$ cat src/rtl/md_seq_pkg.sv
// md_pkg: shared definitions for the MIPS multiply/divide sequencer.
//   - op_ctr encodings (MD_MUL .. MD_MTLO); 3'b110/3'b111 are no-ops
//   - md_state_t: sequencer FSM states (IDLE, MUL, DIV)
//   - DIV_CYCLES: busy cycles of one divide (32 iterations + 1 sign fix)
//   - md_product(): 64-bit product, signed or unsigned
package md_pkg;

  localparam logic [2:0] MD_MUL  = 3'b000;
  localparam logic [2:0] MD_MULU = 3'b001;
  localparam logic [2:0] MD_DIV  = 3'b010;
  localparam logic [2:0] MD_DIVU = 3'b011;
  localparam logic [2:0] MD_MTHI = 3'b100;
  localparam logic [2:0] MD_MTLO = 3'b101;

  localparam int DIV_CYCLES = 33;

  typedef enum logic [1:0] {
    IDLE = 2'd0,
    MUL  = 2'd1,
    DIV  = 2'd2
  } md_state_t;

  // Extending both operands to 64 bits and keeping the low 64 bits of the
  // product gives the correct two's-complement result for the signed case.
  function automatic logic [63:0] md_product(input logic [31:0] a,
                                             input logic [31:0] b,
                                             input logic        is_signed);
    logic [63:0] ea;
    logic [63:0] eb;
    ea = is_signed ? {{32{a[31]}}, a} : {32'd0, a};
    eb = is_signed ? {{32{b[31]}}, b} : {32'd0, b};
    return ea * eb;
  endfunction

endpackage

$ cat src/rtl/md_seq_if.sv
// md_seq_if: EX-stage <-> multiply/divide sequencer bundle.
//   master (EX side) drives : op_valid, op_ctr, op_a, op_b, rd_req, rd_sel, flush
//   slave (sequencer) drives: op_ready, rd_data, stall, busy, hi, lo, state
// Handshake: an operation transfers on a rising edge where op_valid and
// op_ready are both high; op_ctr/op_a/op_b must be stable while op_valid is
// high, and op_ready never depends on op_valid.
interface md_seq_if;
  import md_pkg::*;

  logic        op_valid;
  logic        op_ready;
  logic [2:0]  op_ctr;
  logic [31:0] op_a;
  logic [31:0] op_b;
  logic        rd_req;
  logic        rd_sel;
  logic [31:0] rd_data;
  logic        stall;
  logic        flush;
  logic        busy;
  logic [31:0] hi;
  logic [31:0] lo;
  md_state_t   state;   // debug view of the sequencer FSM

  modport master (
    output op_valid, op_ctr, op_a, op_b, rd_req, rd_sel, flush,
    input  op_ready, rd_data, stall, busy, hi, lo, state
  );

  modport slave (
    input  op_valid, op_ctr, op_a, op_b, rd_req, rd_sel, flush,
    output op_ready, rd_data, stall, busy, hi, lo, state
  );

endinterface

$ cat src/rtl/md_seq_div.sv
// md_div_iter: iterative radix-2 restoring divider.
//   i_start  : load operands (magnitudes are taken here) and begin
//   i_signed : treat i_a/i_b as two's complement (div) instead of unsigned
//   i_abort  : drop the running divide
//   o_done   : high for the one cycle in which o_quot/o_rem are final
//   o_dbz    : divisor of the current/last divide was zero
// Timing: start edge, then 32 iteration edges; o_done is high in the next
// cycle, where the sign fix is applied combinationally to the results.
module md_div_iter
  import md_pkg::*;
(
  input  logic        clk,
  input  logic        rst,
  input  logic        i_start,
  input  logic        i_signed,
  input  logic        i_abort,
  input  logic [31:0] i_a,
  input  logic [31:0] i_b,
  output logic        o_done,
  output logic        o_dbz,
  output logic [31:0] o_quot,
  output logic [31:0] o_rem
);

  localparam int ITERS = DIV_CYCLES - 1;

  logic        r_run;
  logic [5:0]  r_cnt;
  logic [31:0] r_rem;
  logic [31:0] r_quo;   // dividend bits shift out the top, quotient bits in
  logic [31:0] r_dvs;
  logic        r_neg_q;
  logic        r_neg_r;
  logic        r_dbz;

  logic [31:0] w_a_mag;
  logic [31:0] w_b_mag;
  logic [32:0] w_trial;
  logic [32:0] w_diff;
  logic        w_ge;

  assign w_a_mag = (i_signed && i_a[31]) ? (~i_a + 32'd1) : i_a;
  assign w_b_mag = (i_signed && i_b[31]) ? (~i_b + 32'd1) : i_b;

  // Partial remainder stays below 2*divisor, so 33 bits suffice and the
  // borrow bit of the difference is the restore decision.
  assign w_trial = {r_rem, r_quo[31]};
  assign w_diff  = w_trial - {1'b0, r_dvs};
  assign w_ge    = ~w_diff[32];

  assign o_done = r_run && (r_cnt == 6'(ITERS));
  assign o_dbz  = r_dbz;
  assign o_quot = r_neg_q ? (~r_quo + 32'd1) : r_quo;
  assign o_rem  = r_neg_r ? (~r_rem + 32'd1) : r_rem;

  always_ff @(posedge clk or posedge rst) begin
    if (rst) begin
      r_run   <= 1'b0;
      r_cnt   <= 6'd0;
      r_rem   <= 32'd0;
      r_quo   <= 32'd0;
      r_dvs   <= 32'd0;
      r_neg_q <= 1'b0;
      r_neg_r <= 1'b0;
      r_dbz   <= 1'b0;
    end else if (i_abort) begin
      r_run <= 1'b0;
      r_cnt <= 6'd0;
    end else if (i_start) begin
      r_run   <= 1'b1;
      r_cnt   <= 6'd0;
      r_rem   <= 32'd0;
      r_quo   <= w_a_mag;
      r_dvs   <= w_b_mag;
      r_neg_q <= i_signed && (i_a[31] ^ i_b[31]);
      r_neg_r <= i_signed && i_a[31];
      r_dbz   <= (i_b == 32'd0);
    end else if (r_run) begin
      if (r_cnt == 6'(ITERS)) begin
        r_run <= 1'b0;
        r_cnt <= 6'd0;
      end else begin
        r_rem <= w_ge ? w_diff[31:0] : w_trial[31:0];
        r_quo <= {r_quo[30:0], w_ge};
        r_cnt <= r_cnt + 6'd1;
      end
    end
  end

endmodule

$ cat src/rtl/md_seq.sv
// md_seq: multi-cycle multiply/divide sequencer owning the MIPS HI/LO pair.
//   clk, rst : rising-edge clock, asynchronous active-high reset
//   bus      : md_seq_if.slave (operation handshake, mfhi/mflo read port,
//              flush, busy/stall status, HI/LO and FSM state views)
//   MUL_LAT  : cycles a mult/multu spends in MUL (>= 1)
// Build option MD_FAST_MUL_EN: when defined, mult/multu commit HI/LO on the
// accept edge like mthi/mtlo, and the MUL state/counter are compiled out.
// Reads are never forwarded: the committed value shows on rd_data in the
// first cycle with busy low.
module md_seq
  import md_pkg::*;
#(
  parameter int MUL_LAT = 3
) (
  input logic   clk,
  input logic   rst,
  md_seq_if.slave bus
);

  md_state_t   r_state;
  md_state_t   w_state_nxt;
  logic [31:0] r_hi;
  logic [31:0] r_lo;
  logic [31:0] w_hi_nxt;
  logic [31:0] w_lo_nxt;
  logic        w_hi_we;
  logic        w_lo_we;
  logic        w_accept;
  logic        w_div_start;
  logic        w_div_done;
  logic        w_div_dbz;
  logic [31:0] w_div_quot;
  logic [31:0] w_div_rem;
  logic [63:0] w_prod;

`ifdef MD_FAST_MUL_EN
  assign w_prod = md_product(bus.op_a, bus.op_b, bus.op_ctr == MD_MUL);
`else
  localparam int CNT_W = (MUL_LAT > 1) ? $clog2(MUL_LAT) : 1;

  logic [CNT_W-1:0] r_cnt;
  logic [CNT_W-1:0] w_cnt_nxt;
  logic [31:0]      r_ma;
  logic [31:0]      r_mb;
  logic             r_msigned;
  logic             w_mul_load;

  assign w_prod = md_product(r_ma, r_mb, r_msigned);
`endif

  assign bus.op_ready = (r_state == IDLE) && !bus.flush;
  assign bus.busy     = (r_state != IDLE);
  assign bus.stall    = bus.rd_req && bus.busy;
  assign bus.rd_data  = bus.rd_sel ? r_hi : r_lo;
  assign bus.hi       = r_hi;
  assign bus.lo       = r_lo;
  assign bus.state    = r_state;

  assign w_accept = bus.op_valid && bus.op_ready;

  md_div_iter u_div (
    .clk      (clk),
    .rst      (rst),
    .i_start  (w_div_start),
    .i_signed (bus.op_ctr == MD_DIV),
    .i_abort  (bus.flush),
    .i_a      (bus.op_a),
    .i_b      (bus.op_b),
    .o_done   (w_div_done),
    .o_dbz    (w_div_dbz),
    .o_quot   (w_div_quot),
    .o_rem    (w_div_rem)
  );

  always_comb begin
    w_state_nxt = r_state;
    w_hi_we     = 1'b0;
    w_lo_we     = 1'b0;
    w_hi_nxt    = r_hi;
    w_lo_nxt    = r_lo;
    w_div_start = 1'b0;
`ifndef MD_FAST_MUL_EN
    w_mul_load  = 1'b0;
    w_cnt_nxt   = r_cnt;
`endif
    case (r_state)
      IDLE: begin
        if (w_accept) begin
          case (bus.op_ctr)
            MD_MUL, MD_MULU: begin
`ifdef MD_FAST_MUL_EN
              w_hi_we  = 1'b1;
              w_lo_we  = 1'b1;
              w_hi_nxt = w_prod[63:32];
              w_lo_nxt = w_prod[31:0];
`else
              w_mul_load  = 1'b1;
              w_cnt_nxt   = CNT_W'(MUL_LAT - 1);
              w_state_nxt = MUL;
`endif
            end
            MD_DIV, MD_DIVU: begin
              w_div_start = 1'b1;
              w_state_nxt = DIV;
            end
            MD_MTHI: begin
              w_hi_we  = 1'b1;
              w_hi_nxt = bus.op_a;
            end
            MD_MTLO: begin
              w_lo_we  = 1'b1;
              w_lo_nxt = bus.op_a;
            end
            default: ;  // 110/111 are accepted and ignored
          endcase
        end
      end
      MUL: begin
`ifdef MD_FAST_MUL_EN
        w_state_nxt = IDLE;
`else
        // flush takes priority over a completion in the same cycle
        if (bus.flush) begin
          w_state_nxt = IDLE;
        end else if (r_cnt == '0) begin
          w_hi_we     = 1'b1;
          w_lo_we     = 1'b1;
          w_hi_nxt    = w_prod[63:32];
          w_lo_nxt    = w_prod[31:0];
          w_state_nxt = IDLE;
        end else begin
          w_cnt_nxt = r_cnt - 1'b1;
        end
`endif
      end
      DIV: begin
        if (bus.flush) begin
          w_state_nxt = IDLE;
        end else if (w_div_done) begin
          // divide by zero runs the full length but leaves HI/LO alone
          w_hi_we     = !w_div_dbz;
          w_lo_we     = !w_div_dbz;
          w_hi_nxt    = w_div_rem;
          w_lo_nxt    = w_div_quot;
          w_state_nxt = IDLE;
        end
      end
      default: w_state_nxt = IDLE;
    endcase
  end

  always_ff @(posedge clk or posedge rst) begin
    if (rst) begin
      r_state <= IDLE;
    end else begin
      r_state <= w_state_nxt;
    end
  end

  always_ff @(posedge clk or posedge rst) begin
    if (rst) begin
      r_hi <= 32'd0;
      r_lo <= 32'd0;
    end else begin
      if (w_hi_we) r_hi <= w_hi_nxt;
      if (w_lo_we) r_lo <= w_lo_nxt;
    end
  end

`ifndef MD_FAST_MUL_EN
  always_ff @(posedge clk or posedge rst) begin
    if (rst) begin
      r_cnt     <= '0;
      r_ma      <= 32'd0;
      r_mb      <= 32'd0;
      r_msigned <= 1'b0;
    end else begin
      r_cnt <= w_cnt_nxt;
      if (w_mul_load) begin
        r_ma      <= bus.op_a;
        r_mb      <= bus.op_b;
        r_msigned <= (bus.op_ctr == MD_MUL);
      end
    end
  end
`endif

endmodule

$ cat src/flat_wrapper.sv
// flat-port wrapper written by rule: the top's interface ports become plain ports
module md_seq_flat import md_pkg::*;
#(
  parameter int MUL_LAT = 3
)
  (clk, rst, bus_op_valid, bus_op_ctr, bus_op_a, bus_op_b, bus_rd_req, bus_rd_sel, bus_flush, bus_op_ready, bus_rd_data, bus_stall, bus_busy, bus_hi, bus_lo, bus_state);
  md_seq_if bus_i ();
  input logic clk;
  input logic rst;
  input wire logic [$bits(bus_i.op_valid)-1:0] bus_op_valid;
  input wire logic [$bits(bus_i.op_ctr)-1:0] bus_op_ctr;
  input wire logic [$bits(bus_i.op_a)-1:0] bus_op_a;
  input wire logic [$bits(bus_i.op_b)-1:0] bus_op_b;
  input wire logic [$bits(bus_i.rd_req)-1:0] bus_rd_req;
  input wire logic [$bits(bus_i.rd_sel)-1:0] bus_rd_sel;
  input wire logic [$bits(bus_i.flush)-1:0] bus_flush;
  output wire logic [$bits(bus_i.op_ready)-1:0] bus_op_ready;
  output wire logic [$bits(bus_i.rd_data)-1:0] bus_rd_data;
  output wire logic [$bits(bus_i.stall)-1:0] bus_stall;
  output wire logic [$bits(bus_i.busy)-1:0] bus_busy;
  output wire logic [$bits(bus_i.hi)-1:0] bus_hi;
  output wire logic [$bits(bus_i.lo)-1:0] bus_lo;
  output wire logic [$bits(bus_i.state)-1:0] bus_state;
  assign bus_i.op_valid = bus_op_valid;
  assign bus_i.op_ctr = bus_op_ctr;
  assign bus_i.op_a = bus_op_a;
  assign bus_i.op_b = bus_op_b;
  assign bus_i.rd_req = bus_rd_req;
  assign bus_i.rd_sel = bus_rd_sel;
  assign bus_i.flush = bus_flush;
  assign bus_op_ready = bus_i.op_ready;
  assign bus_rd_data = bus_i.rd_data;
  assign bus_stall = bus_i.stall;
  assign bus_busy = bus_i.busy;
  assign bus_hi = bus_i.hi;
  assign bus_lo = bus_i.lo;
  assign bus_state = bus_i.state;
  md_seq #(.MUL_LAT(MUL_LAT)) u_core (.clk(clk), .rst(rst), .bus(bus_i));
endmodule
$ cat config.mk
export PLATFORM = sky130hd
export DESIGN_NAME = md_seq_flat
export DESIGN_NICKNAME = d
export VERILOG_FILES = /design/src/rtl/md_seq_pkg.sv /design/src/rtl/md_seq_if.sv /design/src/rtl/md_seq_div.sv /design/src/rtl/md_seq.sv /design/src/flat_wrapper.sv
export SDC_FILE = /design/constraint.sdc
export NUM_CORES = 2
export LEC_CHECK = 0
export CAP_MARGIN = 20
export CORE_MARGIN = 3
export CORE_UTILIZATION = 45
export CTS_CLUSTER_SIZE = 40
export DETAILED_ROUTE_END_ITERATION = 10
export PLACE_DENSITY = 0.6
export SYNTH_ARGS = -nofsm -noshare
export SYNTH_HDL_FRONTEND = slang
export SYNTH_SLANG_ARGS = --single-unit
$ cat constraint.sdc
create_clock -name clk -period 10.45 [get_ports clk]
set_clock_uncertainty 0.05 [all_clocks]
set_input_delay 2.09 -clock clk [delete_from_list [all_inputs] [get_ports clk]]
set_output_delay 2.09 -clock clk [all_outputs]
set_load 0.02 [all_outputs]
# --- After elaboration in Yosys (flattened, before gate mapping) ---
# Cells that the tools add are included.
# Widths: inputs -> output; s select.
word_totals:
  ff_bits: 239
  inputBits: 73
  output_inout_bits: 101
  word_cells: 141
classes:
  add_sub_neg: 7
  n_mul: 1
  eq_ne: 21
  muxes: 64
  n_bitwise: 7
  reduce_logical: 26
ops:
  columns: ["operator", "count"]
  rows:
  - ["$mux 32", 24]
  - ["$pmux 32 s3", 2]
  - ["$add 32x1->32 const B", 4]
  - ["$mux 64", 2]
  - ["$not 32->32", 4]
  - ["$mul 64x64->64", 1]
  - ["$sub 33x32->33", 1]
  - ["$logic_not 32->1", 1]
  - ["$mux 6", 4]
  - ["$mux 1", 18]
  - ["$mux 2", 9]
  - ["$ne 2x2->1 const B", 8]
  - ["$reduce_and 8->1", 2]
  - ["$pmux 2 s2", 2]
  - ["$logic_and 1x1->1", 7]
  - ["$add 6x1->6 const B", 1]
  - ["$eq 3x2->1 const B", 2]
  - ["$eq 3x3->1 const B", 2]
  - ["$eq 6x6->1 const B", 1]
  - ["$ne 3x3->1 const B", 2]
  - ["$pmux 1 s3", 2]
  - ["$pmux 2 s3", 1]
  - ["$reduce_bool 2->1", 3]
  - ["$reduce_bool 3->1", 2]
  - ["other kinds (16)", 21]

# --- Longest topological paths before layout ---
depth:
  ltp_word: 7
  mapped_depth: 36
  depth_no_buf: 33

# --- Hierarchy ---
# A second synthesis with hierarchy kept.
hier_totals:
  cells_unflattened: 6949
  area_unflattened_um2: 63070.5
modules_own_cells:
  columns: ["module", "instances", "cells_per_inst", "area_each_um2", "seq_area_each_um2"]
  rows:
  - ["md_seq", 1, 5825, 54200.7, 3328.2]
  - ["md_div_iter", 1, 1124, 8869.8, 2652.5]

# --- Least setup slack after synthesis ---
# Ideal clock, no wire load.
synth_timing:
  path_type: "reg2reg"
  from: "register u_core.r_msigned"
  to: "register u_core.r_hi[31] (netlist: u_core.bus.hi[31])"
  setup_ns: 0.095
  arrival_time_ns: 9.034
  required_time_ns: 10.305
  slack_ns: 1.271
  stages_incl_launch_ff: 32
  path_buffers: 3
  period_less_slack_ns: 9.179
  cell_sequence: "dfrtp_1 > and2_1 > clkbuf_1 > clkbuf_1 > nand2_1 > fa_1 > inv_1 > fa_1 > fa_1 > inv_1 > fa_1 > inv_1 > fa_1 > fa_1 > fa_1 > fa_1 > fa_1 > inv_1 > fa_1 > inv_1 > ha_1 > clkbuf_1 > a21o_1 > a21o_1 > a21oi_1 > o21ai_0 > a21o_1 > a21oi_1 > o41a_1 > a31oi_1 > xnor2_1 > o31ai_1"
synth_between:
  elab_chain_len: 5
  elab_cells_between_ends: 6
  classes_between: "mul (1); mux (5)"
synth_lines:
  columns: ["item", "line_no", "source"]
  rows:
  - ["start, declared", "md_seq.sv:45", "logic r_msigned;"]
  - ["start signal, assigned", "md_seq.sv:182", "r_msigned <= (bus.op_ctr == MD_MUL);"]
  - ["$mux 64 (on tied branches)", "md_seq_pkg.sv:30, md_seq_pkg.sv:31", null]
  - ["$mul 64x64->64 *", "md_seq_pkg.sv:32", "return ea * eb;"]
  - ["$mux 32 *", "md_seq.sv:125", "end else if (r_cnt == '0) begin"]
  - ["$mux 32 *", "md_seq.sv:123", "if (bus.flush) begin"]
  - ["$pmux 32 s3 *", "md_seq.sv:86", "case (r_state)"]
  - ["end signal, assigned", "md_seq.sv:165", "if (w_hi_we) r_hi <= w_hi_nxt;"]
  - ["end, declared", "md_seq.sv:22", "logic [31:0] r_hi;"]
# Every way passes the cells marked *; elsewhere a longest branch is shown, timed or not. The select of a mux whose other input is x is not followed.
# A chain may end at the register's enable or synchronous reset.

# --- Worst setup path after layout ---
layout_timing:
  from: "register u_core.r_mb[7]"
  to: "register u_core.r_hi[24] (netlist: u_core.bus.hi[24])"
layout_between:
  elab_chain_len: 5
layout_lines:
  columns: ["item", "line_no", "source"]
  rows:
  - ["start, declared", "md_seq.sv:44", "logic [31:0] r_mb;"]
  - ["start signal, assigned", "md_seq.sv:181", "r_mb <= bus.op_b;"]
  - ["$mux 64", "md_seq_pkg.sv:31", "eb = is_signed ? {{32{b[31]}}, b} : {32'd0, b};"]
  - ["$mul 64x64->64", "md_seq_pkg.sv:32", null]
  - ["$mux 32", "md_seq.sv:125", null]
  - ["$mux 32", "md_seq.sv:123", null]
  - ["$pmux 32 s3", "md_seq.sv:86", null]
# Every way passes these cells. The select of a mux whose other input is x is not followed.

==> results.py <==
metrics = {
    "status": {
        "status": "finished clean",
    },
    "route": {
        "routed_wl_um": 202000,
        "drc": 0,
        "num_vias": 46700,
        "drt_iter0_markers": 3733,
        "viasPerCell": 5.37,
        "antenna_left": 0,
        "wl_per_cell_um": 23.3,
        "firstDrtPassIters": 6,
    },
    "sta": {
        "finalSetupViolations": 0,
        "setup-tns-final_ns": 0,
        "tightest_slew_ns": 1.14,
        "hold_viol": 0,
        "min_period_ns": 9.89,
        "drv_slew": 0,
        "max_freq_mhz": 101,
        "hold_slack_ns": 0.431,
        "rsz0062_at_grt": "false",
        "finalWorstSetupSlack_ns": 0.557,
        "fin_crit_sh_pct": 94.7,
        "relSlewSlack_pct": 24.0,
    },
    "clock_network": {
        "numClockSinks": 239,
        "cts_buffer_depth": 3,
        "ctsHtreeMaxLevel": 1,
        "clk_pin_slew_ns": 0.07,
        "cts_resized": 0,
        "clk_latency_ns": 0.61,
        "root_buffer": "clkbuf_16",
        "postCtsHoldBufs": 0,
        "cts_tree": "done",
        "cts_made_buffers": 27,
        "cts_setup_buffers": 0,
    },
    "critical_path": {
        "crit_arrival_ns": 10.34,
        "endpoint_kind": "flop",
        "crit_buf_inv": 7,
        "path_class": "flop to flop",
        "crit_top_cell": "fa_1",
        "critPathTopFamily": "adder cells",
        "reg2reg_slack_ns": 0.56,
        "cp_max_fo": 25,
        "r2r_end": "u_core.bus.hi[24]$_DFFE_PP0P_",
        "r2r_start": "u_core.r_mb[7]$_DFFE_PP0P_",
        "cp_slowest_cell": "dfrtp_1",
        "reg2reg_depth": 28,
        "worst_setup_path_start_kind": "flop",
        "max_stage_delay_ns": 0.76,
        "crit_required_ns": 10.90,
    },
    "placed_design": {
        "place_ws_ns": 0.642,
        "numPortBuffers": 173,
        "post_dp_cell_area_um2": 67000,
        "gp_congestion": 0.948,
        "dp_hpwl_um": 171000,
    },
    "floorplanning": {
        "die_h_um": 380,
        "io_pins": 174,
        "coreArea_um2": 138000,
        "placementRows": 136,
        "start_util_pct": 45.6,
        "die_x_um": 380,
        "die_area_um2": 144000,
    },
    "layout": {
        "area_growth_syn_to_layout_pct": 7.88,
        "drive_gt1_share_pct": 4.99,
        "layout_common_cells": "inv_1 (1600), fa_1 (1420), nand2_1 (786)",
        "final_common_cell": "inv_1",
        "finalNetCount": 8663,
        "stdcell_area_um2": 67900,
    },
    "synth": {
        "async_flop_share_pct": 100,
        "synth.avg_cell_area_um2": 9.25,
        "synth-edff-count": 0,
        "yosys_warnings": 0,
        "synth.cell_area_um2": 62900,
        "yosysSeqAreaShare_pct": 9.50,
        "ys_types": 82,
        "synth_ff_type": "dfrtp_1",
        "synth_seq_cells": 239,
        "synthCells": 6807,
        "synthesis.nets": 8651,
    },
    "global_route": {
        "grt_pass1_vias": 50400,
        "grt_pass1_wl_um": 315000,
        "overflow": 0,
        "grt_start_max_net_pins": 153,
        "grt.total_usage_pct": 28.6,
        "grt_antenna_before_repair": 12,
    },
    "hold_path": {
        "worstHoldPathCells": 2,
        "hp-start": "u_core.r_mb[0]$_DFFE_PP0P_",
        "hold_class": "flop to flop",
        "worstHoldEndpoint": "u_core.r_mb[0]$_DFFE_PP0P_",
    },
    "job": {
        "maxCapViolations": 0,
    },
}
## cells by family (layout without fill, tap and decap cells)
logic type | after synthesis | in the layout | synth area share [%]
buffers and inverters | 1949 | 1980 | 11.7
adder cells (fa/ha/maj) | 1773 | 1773 | 52.2
AND/OR/NAND/NOR | 1741 | 1741 | 13.6
AO/OA/AOI/OAI | 738 | 738 | 7.57
XOR/XNOR | 256 | 256 | 3.57
flip-flops | 239 | 239 | 9.50
multiplexers | 111 | 111 | 1.94
other | 0 | 2 | 0
## worst max path at each step
stage / to / from / cells past startpoint
CTS: u_core.bus.hi[31]$_DFFE_PP0P_ / u_core.r_mb[7]$_DFFE_PP0P_ / 30
floorplan: u_core.bus.hi[31]$_DFFE_PP0P_ / u_core.r_msigned$_DFFE_PP0P_ / 31
detailed placement: u_core.bus.hi[24]$_DFFE_PP0P_ / u_core.r_mb[7]$_DFFE_PP0P_ / 28
global placement: u_core.bus.hi[31]$_DFFE_PP0P_ / u_core.r_ma[13]$_DFFE_PP0P_ / 29
global route: u_core.bus.hi[31]$_DFFE_PP0P_ / u_core.r_mb[7]$_DFFE_PP0P_ / 30
finish: u_core.bus.hi[24]$_DFFE_PP0P_ / u_core.r_mb[7]$_DFFE_PP0P_ / 28
## state kept, by name, summed over array words and instances (netlist names), 2 cells and up
name,cells
u_core.r_mb,32
u_core.u_div.r_cnt,6
u_core.u_div.r_quo,32
u_core.bus.lo,32
u_core.r_ma,32
u_core.u_div.r_rem,32
u_core.u_div.r_dvs,32
u_core.r_cnt,2
u_core.bus.state,2
u_core.bus.hi,32
## worst min-delay path, cell delays in order, from the launching register on
cell,delay (ns)
dfrtp_1,0.34
nand2_1,0.05
o21ai_0,0.06
## final cells by class
cell class,instances,area [µm²]
clock inverters,15,163
fillers,13200,70300
well taps,1863,2330
inverters,1602,6020
clock buffers,33,708
repair buffers,330,3030
multi-input cells,4619,49700
diodes,2,5.00
flip-flops and latches,239,5980
## through the flow
step	util (%)	std cells
2_1_floorplan	-	6807
3_3_place_gp	48.5	8650
3_5_place_dp	48.5	8651
4_1_cts	49.1	8699
5_1_grt	49.1	8701
6_report	49.1	8703
## routing by layer
layer | routed length, µm | GRT usage, % | share of wire [%]
met1 | 88600 | 40.6 | 44
met2 | 92400 | 46.0 | 46
met3 | 15700 | 4.54 | 7.8
met4 | 5700 | 6.97 | 2.8
met5 | 14 | 0 | 0.0069
## synthesized netlist by cell type, types with 79 or more instances
| cell type | instances | area (µm²) |
|---|---|---|
| inv_1 | 1601 | 6010 |
| fa_1 | 1420 | 28400 |
| nand2_1 | 788 | 2960 |
| and2_1 | 573 | 3580 |
| ha_1 | 351 | 4390 |
| clkbuf_1 | 328 | 1230 |
| dfrtp_1 | 239 | 5980 |
| o21ai_0 | 228 | 1140 |
| xnor2_1 | 179 | 1570 |
| a21oi_1 | 163 | 816 |
| nor2_1 | 148 | 556 |
| mux2_2 | 88 | 991 |
| o31ai_1 | 79 | 593 |
Power is not shown: default switching activity piles up to over one toggle a cycle in this logic, so the estimate is an artifact.
